<file path="src/rtl/fifo_ptr_ctrl.sv">
// fifo_ptr_ctrl: pointer, occupancy and flag controller for an external DEPTH-entry dual-port RAM
module fifo_ptr_ctrl #(
    parameter int DEPTH = 8,
    parameter int AFULL_TH = DEPTH - 2,
    parameter int AEMPTY_TH = 2,
    localparam int PTR_W = $clog2(DEPTH),
    localparam int CNT_W = $clog2(DEPTH + 1)
) (
    input  logic             clk,
    input  logic             reset,
    input  logic             clear,
    input  logic             push,
    input  logic             pop,
    output logic             wr_en,
    output logic [PTR_W-1:0] wr_addr,
    output logic             rd_en,
    output logic [PTR_W-1:0] rd_addr,
    output logic [CNT_W-1:0] count,
    output logic             empty,
    output logic             full,
    output logic             almost_empty,
    output logic             almost_full,
    output logic             overflow,
    output logic             underflow
);
    localparam logic [PTR_W-1:0] LAST = PTR_W'(DEPTH - 1);
    localparam logic [CNT_W-1:0] FULL_N = CNT_W'(DEPTH);
    localparam logic [CNT_W-1:0] AF_N = CNT_W'(AFULL_TH);
    localparam logic [CNT_W-1:0] AE_N = CNT_W'(AEMPTY_TH);
    logic push_ok, pop_ok;
    always_comb begin
        empty        = count == '0;
        full         = count == FULL_N;
        almost_empty = count <= AE_N;
        almost_full  = count >= AF_N;
        pop_ok       = pop & ~empty;
        push_ok      = push & (~full | pop_ok);
        wr_en        = push_ok & ~clear;
        rd_en        = pop_ok & ~clear;
    end
    // pointers wrap explicitly so non-power-of-two depths stay in range
    always_ff @(posedge clk or posedge reset) begin
        if (reset) begin
            wr_addr   <= '0;
            rd_addr   <= '0;
            count     <= '0;
            overflow  <= 1'b0;
            underflow <= 1'b0;
        end else if (clear) begin
            wr_addr   <= '0;
            rd_addr   <= '0;
            count     <= '0;
            overflow  <= 1'b0;
            underflow <= 1'b0;
        end else begin
            if (push_ok) wr_addr <= wr_addr == LAST ? '0 : wr_addr + 1'b1;
            if (pop_ok) rd_addr <= rd_addr == LAST ? '0 : rd_addr + 1'b1;
            count     <= (push_ok & ~pop_ok) ? count + 1'b1 : (pop_ok & ~push_ok) ? count - 1'b1 : count;
            overflow  <= overflow | (push & ~push_ok);
            underflow <= underflow | (pop & ~pop_ok);
        end
    end
endmodule
</file>
<file path="config.mk">
export PLATFORM = sky130hd
export DESIGN_NAME = fifo_ptr_ctrl
export DESIGN_NICKNAME = d
export VERILOG_FILES = /design/src/rtl/fifo_ptr_ctrl.sv
export SDC_FILE = /design/constraint.sdc
export NUM_CORES = 1
export LEC_CHECK = 0
export BUFFER_PORTS_ARGS = -buffer_cell sky130_fd_sc_hd__buf_2
export CAP_MARGIN = 20
export CORE_MARGIN = 4
export CORE_UTILIZATION = 40
export CTS_CLUSTER_DIAMETER = 150
export DETAILED_ROUTE_END_ITERATION = 10
export SLEW_MARGIN = 10
export SYNTH_ARGS = -nofsm -noshare
export SYNTH_HDL_FRONTEND = slang
export SYNTH_SLANG_ARGS = --single-unit
</file>
<file path="constraint.sdc">
create_clock -name clk -period 2.7 [get_ports clk]
set_clock_uncertainty 0.1 [all_clocks]
set_input_delay 0.27 -clock clk [delete_from_list [all_inputs] [get_ports clk]]
set_output_delay 0.27 -clock clk [all_outputs]
set_load 0.01 [all_outputs]
</file>
* Word level (Yosys, flattened, before mapping)
Index checks and enable logic that the tools add are counted.
** Storage, ports and cells
- Input port bits :: 5
- Word-level logic and storage cells :: 45
- Flip-flop bits (word level) :: 12
** Cells by class
- Add/subtract/negate cells :: 4
- $lt $le $gt $ge :: 2
- Bitwise gates (word level) :: 16
- Equal/unequal tests :: 3
- Reduce and logical (&&, ||, !) cells :: 4
- Multiplexer cells :: 11
** Operators by type and width (number)
- 2-to-1 mux 3 bit :: 6
- 2-to-1 mux 4 bit :: 3
- bitwise AND 1 bit :: 8
- adder 3 x 1 -> 3 bit, second input constant :: 2
- equality test 3 bit, second input constant :: 2
- NOT 1 bit :: 5
- adder 4 x 1 -> 4 bit, second input constant :: 1
- equality test 4 bit, second input constant :: 1
- >= comparator 4 x 3 -> 1 bit, second input constant :: 1
- <= comparator 4 x 2 -> 1 bit, second input constant :: 1
- logical NOT 4 bit :: 1
- nonzero test 2 bit :: 2
- subtractor 4 x 1 -> 4 bit, second input constant :: 1
- OR 1 bit :: 3
- nonzero test 3 bit :: 1
- 2-to-1 mux 1 bit :: 2

* Logic depth before layout (Yosys ltp)
Gate-level depths: netlist (run 1).
- Depth in word-level cells :: 10
- Depth in mapped cells :: 9

* Least setup slack after synthesis (run 1)
Ideal clock, no wire load.
- Kind :: flip-flop to flip-flop
- Start :: register count[1]
- End :: register count[3]
- Path buffers :: 1
- Cell stages (with the launch flop) :: 9
- Period minus slack after synthesis :: 2.328 ns
- Setup time :: 0.082 ns
- Data required time :: 2.518 ns
- Data arrival time :: 2.146 ns
- Slack :: 0.372 ns
- Cell sequence :: dfrtp_1 > buf_6 > or4b_4 > nand3_1 > ha_1 > a21oi_1 > a21oi_1 > nand3b_1 > a31oi_1
** Between the ends
- Word-level cells in the longest chain between the ends :: 8
- Elaborated cells between the ends (all ways) :: 17
- Classes of those cells :: add/sub (2); eq/ne (1); mux (3); bitwise (9); reduce/logical (2)
** Ends and longest elaborated chain
- start, declared :: RTL line 18 : output logic [CNT_W-1:0] count,
- start signal, assigned :: RTL line 58 : count <= (push_ok & ~pop_ok) ? count + 1'b1 : (pop_ok & ~push_ok) ? count - 1'b1 : count;
- logical NOT 4 bit :: RTL line 32 : empty = count == '0;
- NOT 1 bit :: RTL line 36 : pop_ok = pop & ~empty;
- bitwise AND 1 bit :: RTL line 36
- OR 1 bit :: RTL line 37 : push_ok = push & (~full | pop_ok);
- bitwise AND 1 bit :: RTL line 37
- bitwise AND 1 bit or NOT 1 bit (tied branches) :: RTL line 58
- 2-to-1 mux 4 bit or bitwise AND 1 bit (tied branches) :: RTL line 58
- 2-to-1 mux 4 bit or nonzero test 3 bit (tied branches)
Several ways; a longest one is shown, not always the timed one. The select of a mux whose other input is x is not followed.
A chain may end at the register's enable or synchronous reset.

* Worst setup path after layout (run 1)
Same ends and word-level chain as after synthesis.

==> results of run 1 <==
[registers in the layout (all words and copies together) (netlist names)]
signal     cells
rd_addr        3
overflow       1
wr_addr        3
underflow      1
count          4
[synth_stat cells]
master    count
o21bai_1      1
nand3b_1      1
a211oi_1      2
nand4b_1      1
nand3_1       3
nor2_1       10
nor3_1        1
or3b_1        1
and4b_1       1
xnor2_1       3
or3_1         1
a31oi_1       1
fa_1          1
nand2_1       5
buf_6         1
nor4_1        1
dfrtp_1      12
o31a_1        1
a21o_2        1
a221oi_2      1
a21oi_1       7
o21ba_2       1
mux2i_1       3
buf_2         3
or4b_4        1
ha_1          6
nand2b_1      3
inv_1         5
o21ai_4       1
or3b_2        1
or3_2         1
[power breakdown]
part / total, mW / switching, mW / internal, mW
sequential: 0.293 / 0.0721 / 0.221
combinational: 0.452 / 0.236 / 0.216
clock: 0.144 / 0.0621 / 0.0820
[metal layers]
layer	global-route usage (%)	vias up
li1	-	331
met1	18.2	305
met2	19.2	15
met3	5.13	2
met4	2.55	0
met5	0	-
[critical path, delay by kind of cell (launching register included)]
| family | cells | cell delay (ns) |
|---|---|---|
| and+or+nand+nor | 3 | 0.92 |
| DFF | 1 | 0.49 |
| adders and majority gates | 1 | 0.28 |
| AOI/OAI and AO/OA | 3 | 0.59 |
[area by class of cell]
| class | instances | area [um^2] | share of cell area, % |
|---|---|---|---|
| multi-input combinational | 60 | 447 | 46.9 |
| sequential | 12 | 300 | 31.5 |
| timing repair buffer | 23 | 120 | 12.6 |
| clock buffer | 4 | 36.3 | 3.81 |
| tap | 25 | 31.3 | 3.28 |
| inverter | 5 | 18.8 | 1.97 |
[cells by family after synthesis]
family	after synthesis	share of synthesized area, %
fa+ha+maj	7	12.0
xor+xnor	3	3.32
simple gates	31	21.8
flops	12	37.9
compound gates	16	15.5
mux	3	3.79
buf+inv	9	5.69
[layout by cell type, fill, tap and decap left out]
master,netlist,layout
nor4_1,1,1
or3_2,1,1
nand2_1,5,5
buf_2,3,22
dlygate4sd3_1,0,1
nand4b_1,1,1
a211oi_1,2,2
a21oi_1,7,7
or4b_4,1,1
inv_1,5,5
ha_1,6,6
a21o_2,1,1
nand3b_1,1,1
and4b_1,1,1
mux2i_1,3,3
dfrtp_1,12,12
o21ai_4,1,1
o21bai_1,1,1
o31a_1,1,1
a221oi_2,1,1
or3_1,1,1
o21ba_2,1,1
or3b_1,1,1
clkbuf_4,0,3
a31oi_1,1,1
nor2_1,10,10
nand3_1,3,3
xnor2_1,3,3
or3b_2,1,1
clkbuf_8,0,1
fa_1,1,1
nor3_1,1,1
nand2b_1,3,3
[path summary, 6_finish.rpt]
path	startpoint	to
worst max-delay path	count[1]$_DFFE_PP0P_	count[3]$_DFFE_PP0P_
worst min-delay path	clear	rd_addr[0]$_DFFE_PP0P_
worst max register to register	count[1]$_DFFE_PP0P_	count[3]$_DFFE_PP0P_
worst min register to register	overflow$_DFF_PP0_	overflow$_DFF_PP0_
max in group asynchronous	reset	count[3]$_DFFE_PP0P_
min in group asynchronous	reset	wr_addr[2]$_DFFE_PP0P_
[metrics by stage]
stage	hold WS (ns)	power, mW	cell area (um^2)	instances	setup slack [ns]
floorplan	0.0347	0.626	792	81	0.372
global placement	0.202	0.745	907	124	0.369
detailed placement	0.205	0.752	907	124	0.300
CTS	0.235	0.902	953	129	0.271
global route	0.249	0.969	953	129	0.0659
finish	0.242	0.890	953	129	0.265
[what timing repair did]
item,CTS,global route
hold buffers,1,0
buffers inserted,0,0
endpoints found under the hold margin,12,0
endpoints found under the setup margin,0,0
gates resized for setup,0,0
==> results.yml, run 1 <==
status:
  status: "finished, final reports clean"
timing:
  tns_ns: 0
  rsz0062_at_grt: "no"
  setup_viol: 0
  slew_viol_final: 0
  fmax_mhz: 411
  worstMarginPinSlew_ns: 0.458
  post-route-period-util_pct: 90.2
  hold_viol: 0
  finalCriticalPeriod_ns: 2.44
  max_slew_margin_pct: 69.4
worst_setup_path:
  slowest_delay_ns: 0.60
  worstPathRequired_ns: 2.80
  start_kind: "register"
  rrSetupSlack_ns: 0.26
  worstSetupPathType: "register to register"
  critical_path.max_fanout: 10
  crit_slowest_cell: "or4b_4"
  ff2ff_path_depth: 7
  cp_cell_sequence: "or4b_4 > nand3_1 > ha_1 > a21oi_1 > a21oi_1 > nand3b_1 > a31oi_1"
  critPathArrivalTime_ns: 2.53
  critPathMostFrequentCell: "a21oi_1"
  endpoint_kind: "register"
grt:
  overflow: 0
  antenna_found_initial: 0
  grt_usage_pct: 13.1
  grt_max_degree: 15
  grt_pass1_vias: 583
  grt_pass1_wl_mm: 2.70
flow_run:
  max-cap-violations: 0
die:
  die_y_um: 52.5
  core_area_um2: 1800
  start_util_pct: 44.0
  ios: 23
  dieWidth_um: 52.5
  fp-row-count: 15
  die_area_um2: 2760
clocking:
  path_clk_slew_ns: 0.08
  cts_sinks: 12
  cts_made_buffers: 3
  clkLatencyLatePin_ns: 0.27
  h-tree-depth: 1
  cts-root-buf: "clkbuf_4"
  clockBufferDepth: 2
  cts_tree: "done"
worst_hold_path:
  holdPathStages: 2
  hold_path.class: "primary input to register"
yosys:
  syn_nets: 93
  avgSynthCellArea_um2: 9.78
  synth_top_area_cell: "dfrtp_1"
  synth.area.top_cells: "dfrtp_1 38%, ha_1 9.5%, nor2_1 4.7%, a21oi_1 4.4%, mux2i_1 3.8%"
  synth_top_area_share_pct: 37.9
  yosysSeqAreaShare_pct: 37.9
  netlist_instances: 81
  synth_area_um2: 792
  synth_cell_types: 31
  synth-seq-cells: 12
  yosysWarnings: 0
power_and_ir_drop:
  vdd_drop_max_v: 0.000668
  pwr_density_cell_nw_per_um2: 933
  power_leakage_nw: 0.508
detailed_routing:
  vias: 653
  wl_per_cell_um: 12.3
  top_layer_used: "met4"
  wl_met1_um: 782
  wirelength_mm: 1.59
  dr_wl_met3_um: 98
  viasPerCell: 5.06
  initialDrtViolationCount: 4
  ant_nets: 0
  firstDrtPassIters: 4
  wl_met2_um: 701
  drc: 0
layout:
  num-nets-final: 117
  drive_above_1_share_pct: 31.7
  num_antenna_cells: 0
  n_fill_cell: 185
  final_core_util_pct: 52.9
  area_growth_pct: 20.4
placed_design:
  place.gp.congestion: 0.760
  io_buffers: 22
  dpl.hpwl_mm: 1.21
Note: power is estimated with default switching activity, not from simulation.
==> run 2, diff against run 1 <==
CORE_UTILIZATION = 44   (was 40)
PLACE_DENSITY = 0.7   (was unset)
==> run 2 against run 1 <==
Against the previous run:
- cell area decreased by 1.4%
- flip-flop and latch count did not move
- fmax shrank 2.5%
- largest power group unchanged
- clock power decreased by 25%
- die area is 7.7% lower
==> results.yml, run 2 (synthesis results as in run 1) <==
placed_design:
  place_area_um2: 907
  dpl.hpwl_mm: 1.31
  place.gp.congestion: 0.819
  dp.cells: 124
  io_buffers: 22
grt:
  overflow: 0
  antenna_found_initial: 0
  grt_max_degree: 15
  grt_pass1_vias: 656
  grt_pass1_wl_mm: 2.82
  grt_usage_pct: 14.7
layout:
  drive_above_1_share_pct: 31.1
  finalInstanceArea_um2: 940
  largest_reg_flops: 4
  top_regs: "count (4), rd_addr (3), wr_addr (3)"
  num_antenna_cells: 0
  instances_no_fill: 128
  num-nets-final: 117
  area_growth_pct: 18.6
  final_common_cell: "buf_2"
  regMostFlops: "count"
  layout_common_cells: "22 x buf_2, 12 x dfrtp_1, 10 x nor2_1, 7 x a21oi_1, 6 x ha_1"
worst_setup_path:
  start_kind: "register"
  rr_startpoint: "count[1]$_DFFE_PP0P_"
  critical_path.max_fanout: 10
  cp_cell_sequence: "nor3_1 > nand2b_1 > nand3_1 > ha_1 > a21oi_1 > a21oi_1 > nand3b_1 > a31oi_1"
  endpoint_kind: "register"
  cpLargestDelayFamily: "simple AND/OR/NAND/NOR gates"
  worstPathRequired_ns: 2.79
  crit_slowest_cell: "dfrtp_1"
  worstSetupPathType: "register to register"
  critPathArrivalTime_ns: 2.59
  slowest_delay_ns: 0.50
  rr_endpoint: "count[3]$_DFFE_PP0P_"
  rrSetupSlack_ns: 0.20
  critPathMostFrequentCell: "a21oi_1"
  ff2ff_path_depth: 8
  cp.buffers_inverters: 0
power_and_ir_drop:
  p_comb_share_pct: 53.4
  p_int_mw: 0.491
  power_frac_seq_pct: 34.1
  p_sw_share_pct: 43.1
  p_sw_mw: 0.371
  vdd_drop_max_v: 0.000518
  pwr_density_cell_nw_per_um2: 917
  clockPowerShare_pct: 12.5
  power_leakage_nw: 0.501
detailed_routing:
  initialDrtViolationCount: 3
  firstDrtPassIters: 2
  wl_per_cell_um: 13.7
  vias: 651
  drc: 0
  wirelength_mm: 1.75
  ant_nets: 0
  viasPerCell: 5.09
clocking:
  cts_tree: "done"
  clockBufferDepth: 2
  path_clk_slew_ns: 0.07
  hold_buffers: 1
  cts_sinks: 12
  postCtsSetupBuffers: 0
  clkLatencyLatePin_ns: 0.27
  cts-root-buf: "clkbuf_4"
  ctsResizeCount: 0
  h-tree-depth: 1
  cts_made_buffers: 3
die:
  core_area_um2: 1710
  die_area_um2: 2540
  ios: 23
  die_y_um: 50.4
  start_util_pct: 46.4
  dieWidth_um: 50.4
  fp-row-count: 15
timing:
  hold_viol: 0
  worstMarginPinSlew_ns: 0.465
  post-route-period-util_pct: 92.5
  fmax_mhz: 400
  finalCriticalPeriod_ns: 2.50
  max_slew_margin_pct: 68.7
  tns_ns: 0
  rsz0062_at_grt: "no"
  setup_viol: 0
  slew_viol_final: 0
worst_hold_path:
  whs_endpoint: "underflow$_DFF_PP0_"
  hold_path.class: "primary input to register"
  hold_start: "clear"
  holdPathStages: 2
status:
  status: "finished, final reports clean"
flow_run:
  max-cap-violations: 0
[run 2: cell count changes in the layout (fill, tap and decap cells not counted)]
cell,previous run,this run
clkbuf_8,1,0
[run 2: how the worst max path moves through the flow]
stage,start,endpoint,cells past startpoint
after CTS,count[1]$_DFFE_PP0P_,count[3]$_DFFE_PP0P_,8
after global placement,count[1]$_DFFE_PP0P_,count[3]$_DFFE_PP0P_,8
after detailed placement,count[1]$_DFFE_PP0P_,count[3]$_DFFE_PP0P_,8
after global routing,count[1]$_DFFE_PP0P_,count[3]$_DFFE_PP0P_,8
after floorplan,count[1]$_DFFE_PP0P_,count[3]$_DFFE_PP0P_,8
final,count[1]$_DFFE_PP0P_,count[3]$_DFFE_PP0P_,8
[run 2: routing by layer]
metal	track usage [%]	vias up	share of wire, %
li1	-	327	-
met1	16.5	308	43
met2	26.5	14	52
met3	3.56	2	3.7
met4	5.38	0	1.2
met5	0	-	0
[run 2: final cells by class]
| cell class | count | area (um^2) |
|---|---|---|
| Clock buffer | 3 | 22.5 |
| Inverter | 5 | 18.8 |
| Multi-Input combinational cell | 60 | 447 |
| Timing Repair Buffer | 23 | 120 |
| Tap cell | 25 | 31.3 |
| Fill cell | 168 | 768 |
| Sequential cell | 12 | 300 |
[run 2: metrics by stage]
stage / util, % / setup WS, ns / hold WS (ns) / total power [mW]
after floorplan: - / 0.372 / 0.0347 / 0.626
after global placement: 53.1 / 0.352 / 0.206 / 0.747
after detailed placement: 53.1 / 0.201 / 0.212 / 0.759
after CTS: 55.0 / 0.202 / 0.248 / 0.874
after global routing: 55.0 / 0.0352 / 0.256 / 0.934
final: 55.0 / 0.202 / 0.242 / 0.862
[run 2: worst register-to-register path, stage by stage (launching register included)]
cell	delay [ns]
dfrtp_1	0.50
nor3_1	0.42
nand2b_1	0.17
nand3_1	0.13
ha_1	0.36
a21oi_1	0.28
a21oi_1	0.13
nand3b_1	0.16
a31oi_1	0.16
[run 2: power by group through the flow]
stage / logic (mW) / registers [mW] / clock network, mW
2_1_floorplan: 0.339 / 0.287 / 0
3_3_place_gp: 0.456 / 0.292 / 0
3_5_place_dp: 0.462 / 0.297 / 0
4_1_cts: 0.467 / 0.294 / 0.113
5_1_grt: 0.511 / 0.301 / 0.122
6_report: 0.460 / 0.294 / 0.108
==> run 3, diff against run 2 <==
CELL_PAD_IN_SITES_DETAIL_PLACEMENT = 1   (was unset)
CELL_PAD_IN_SITES_GLOBAL_PLACEMENT = 2   (was unset)
CORE_UTILIZATION = 30   (was 44)
PLACE_DENSITY = unset   (was 0.7)
PLACE_DENSITY_LB_ADDON = 0.1   (was unset)
==> run 3 against run 2 <==
Against the previous run:
- worst setup slack gained 0.065 ns
- critical endpoint unchanged
- critical path depth shrank 1
- sequential share of layout area shrank 0.95 points
- fmax grew 2.7%
- die area grew 39%
- power grew 4.1%
- non-clock buffer count grew 3
- largest power group unchanged
- first-iteration DRC count grew to 9.0 times the previous value
- cell area grew 3.1%
- sequential power shrank 8.5%
- register-to-register slack gained 0.06 ns
- via count grew 4.5%
==> results.yml, run 3 (synthesis results as in run 1) <==
worst_setup_path:
  critical_path.max_fanout: 9
  critPathArrivalTime_ns: 2.53
  worstPathRequired_ns: 2.79
  ff2ff_path_depth: 7
  start_kind: "register"
  worstSetupPathType: "register to register"
  endpoint_kind: "register"
  rr_endpoint: "count[3]$_DFFE_PP0P_"
  rr_startpoint: "count[2]$_DFFE_PP0P_"
  rrSetupSlack_ns: 0.27
clocking:
  cts_made_buffers: 3
  h-tree-depth: 1
  cts_tree: "done"
  cts_sinks: 12
  path_clk_slew_ns: 0.08
  clkLatencyLatePin_ns: 0.26
  clockBufferDepth: 2
  cts-root-buf: "clkbuf_4"
grt:
  grt_max_degree: 15
  antenna_found_initial: 0
  grt_pass1_vias: 641
  overflow: 0
  grt_usage_pct: 11.7
  grt_pass1_wl_mm: 3.04
status:
  status: "finished, final reports clean"
worst_hold_path:
  holdPathStages: 2
  hold_path.class: "primary input to register"
  whs_endpoint: "underflow$_DFF_PP0_"
  hold_start: "clear"
placed_design:
  place_area_um2: 936
  place_ws_ns: 0.280
  place.gp.congestion: 0.722
  dpl.hpwl_mm: 1.50
  dp.cells: 132
  io_buffers: 22
die:
  die_area_um2: 3530
  start_util_pct: 31.7
  fp-row-count: 18
  ios: 23
  dieWidth_um: 59.4
  core_area_um2: 2500
  die_y_um: 59.4
layout:
  num-nets-final: 120
  finalInstanceArea_um2: 968
  regMostFlops: "count"
  num_antenna_cells: 0
  largest_reg_flops: 4
  instances_no_fill: 136
  drive_above_1_share_pct: 33.0
  multi_input_comb_area_um2: 447
  layout_common_cells: "22 x buf_2, 12 x dfrtp_1, 10 x nor2_1, 7 x a21oi_1, 6 x ha_1"
  final_common_cell: "buf_2"
  area_growth_pct: 22.3
  top_regs: "count (4), rd_addr (3), wr_addr (3)"
  final_core_util_pct: 38.7
  n_fill_cell: 304
  seq_area_um2: 300
timing:
  hold_viol: 0
  tns_ns: 0
  worst_slack_ns: 0.267
  rsz0062_at_grt: "no"
  setup_viol: 0
  finalCriticalPeriod_ns: 2.43
  fmax_mhz: 411
  post-route-period-util_pct: 90.1
  slew_viol_final: 0
  max_slew_margin_pct: 68.6
  worstMarginPinSlew_ns: 0.470
power_and_ir_drop:
  vdd_drop_max_v: 0.000380
  power_leakage_nw: 0.517
  pwr_density_cell_nw_per_um2: 926
detailed_routing:
  wl_met2_um: 927
  ant_nets: 0
  wl_met1_um: 873
  wirelength_mm: 1.92
  wl_per_cell_um: 14.1
  viasPerCell: 5.00
  firstDrtPassIters: 3
  dr_wl_met3_um: 90
  drc: 0
  vias: 680
  initialDrtViolationCount: 27
  top_layer_used: "met4"
flow_run:
  max-cap-violations: 0
[run 3: report_power, final]
group	internal, mW	switching, mW	total (mW)	leakage, nW
sequential	0.222	0.0471	0.269	0.161
combinational	0.240	0.278	0.519	0.342
clock	0.0515	0.0578	0.109	0.0138
[run 3: how the worst max path moves through the flow]
stage / startpoint / to / cells past startpoint
after floorplan: count[1]$_DFFE_PP0P_ / count[3]$_DFFE_PP0P_ / 8
after detailed placement: count[2]$_DFFE_PP0P_ / count[3]$_DFFE_PP0P_ / 7
final: count[2]$_DFFE_PP0P_ / count[3]$_DFFE_PP0P_ / 7
after global routing: count[2]$_DFFE_PP0P_ / count[3]$_DFFE_PP0P_ / 7
after CTS: count[2]$_DFFE_PP0P_ / count[3]$_DFFE_PP0P_ / 7
after global placement: count[2]$_DFFE_PP0P_ / count[3]$_DFFE_PP0P_ / 7
[run 3: final cells by class]
type	instances	share of cell area (%)
multi-input combinational	60	46.1
clock buffer	3	2.33
tap	30	3.88
timing repair buffer	26	14.7
sequential	12	31.0
inverter	5	1.94
[run 3: routing by layer]
metal / track usage [%] / vias up
met5: 0 / -
met3: 1.31 / 2
li1: - / 335
met2: 19.3 / 14
met1: 14.9 / 329
met4: 5.83 / 0
[run 3: critical path, stage by stage, from the launching register on]
cell and delay [ns]:
dfrtp_1 0.48, or4b_4 0.62, nand3_1 0.15, ha_1 0.28
a21oi_1 0.29, a21oi_1 0.13, nand3b_1 0.16, a31oi_1 0.15
[run 3: repair_timing]
| item | CTS | global route |
|---|---|---|
| hold buffers | 1 | 0 |
| buffers inserted | 0 | 0 |
| gates resized for setup | 0 | 0 |
| endpoints found under the hold margin | 12 | 0 |
| endpoints found under the setup margin | 0 | 0 |
[run 3: per-stage QoR]
stage	power [mW]	hold WS, ns
floorplan	0.626	0.0347
global placement	0.790	0.212
detailed placement	0.804	0.213
CTS	0.916	0.257
global route	0.975	0.273
finish	0.897	0.256
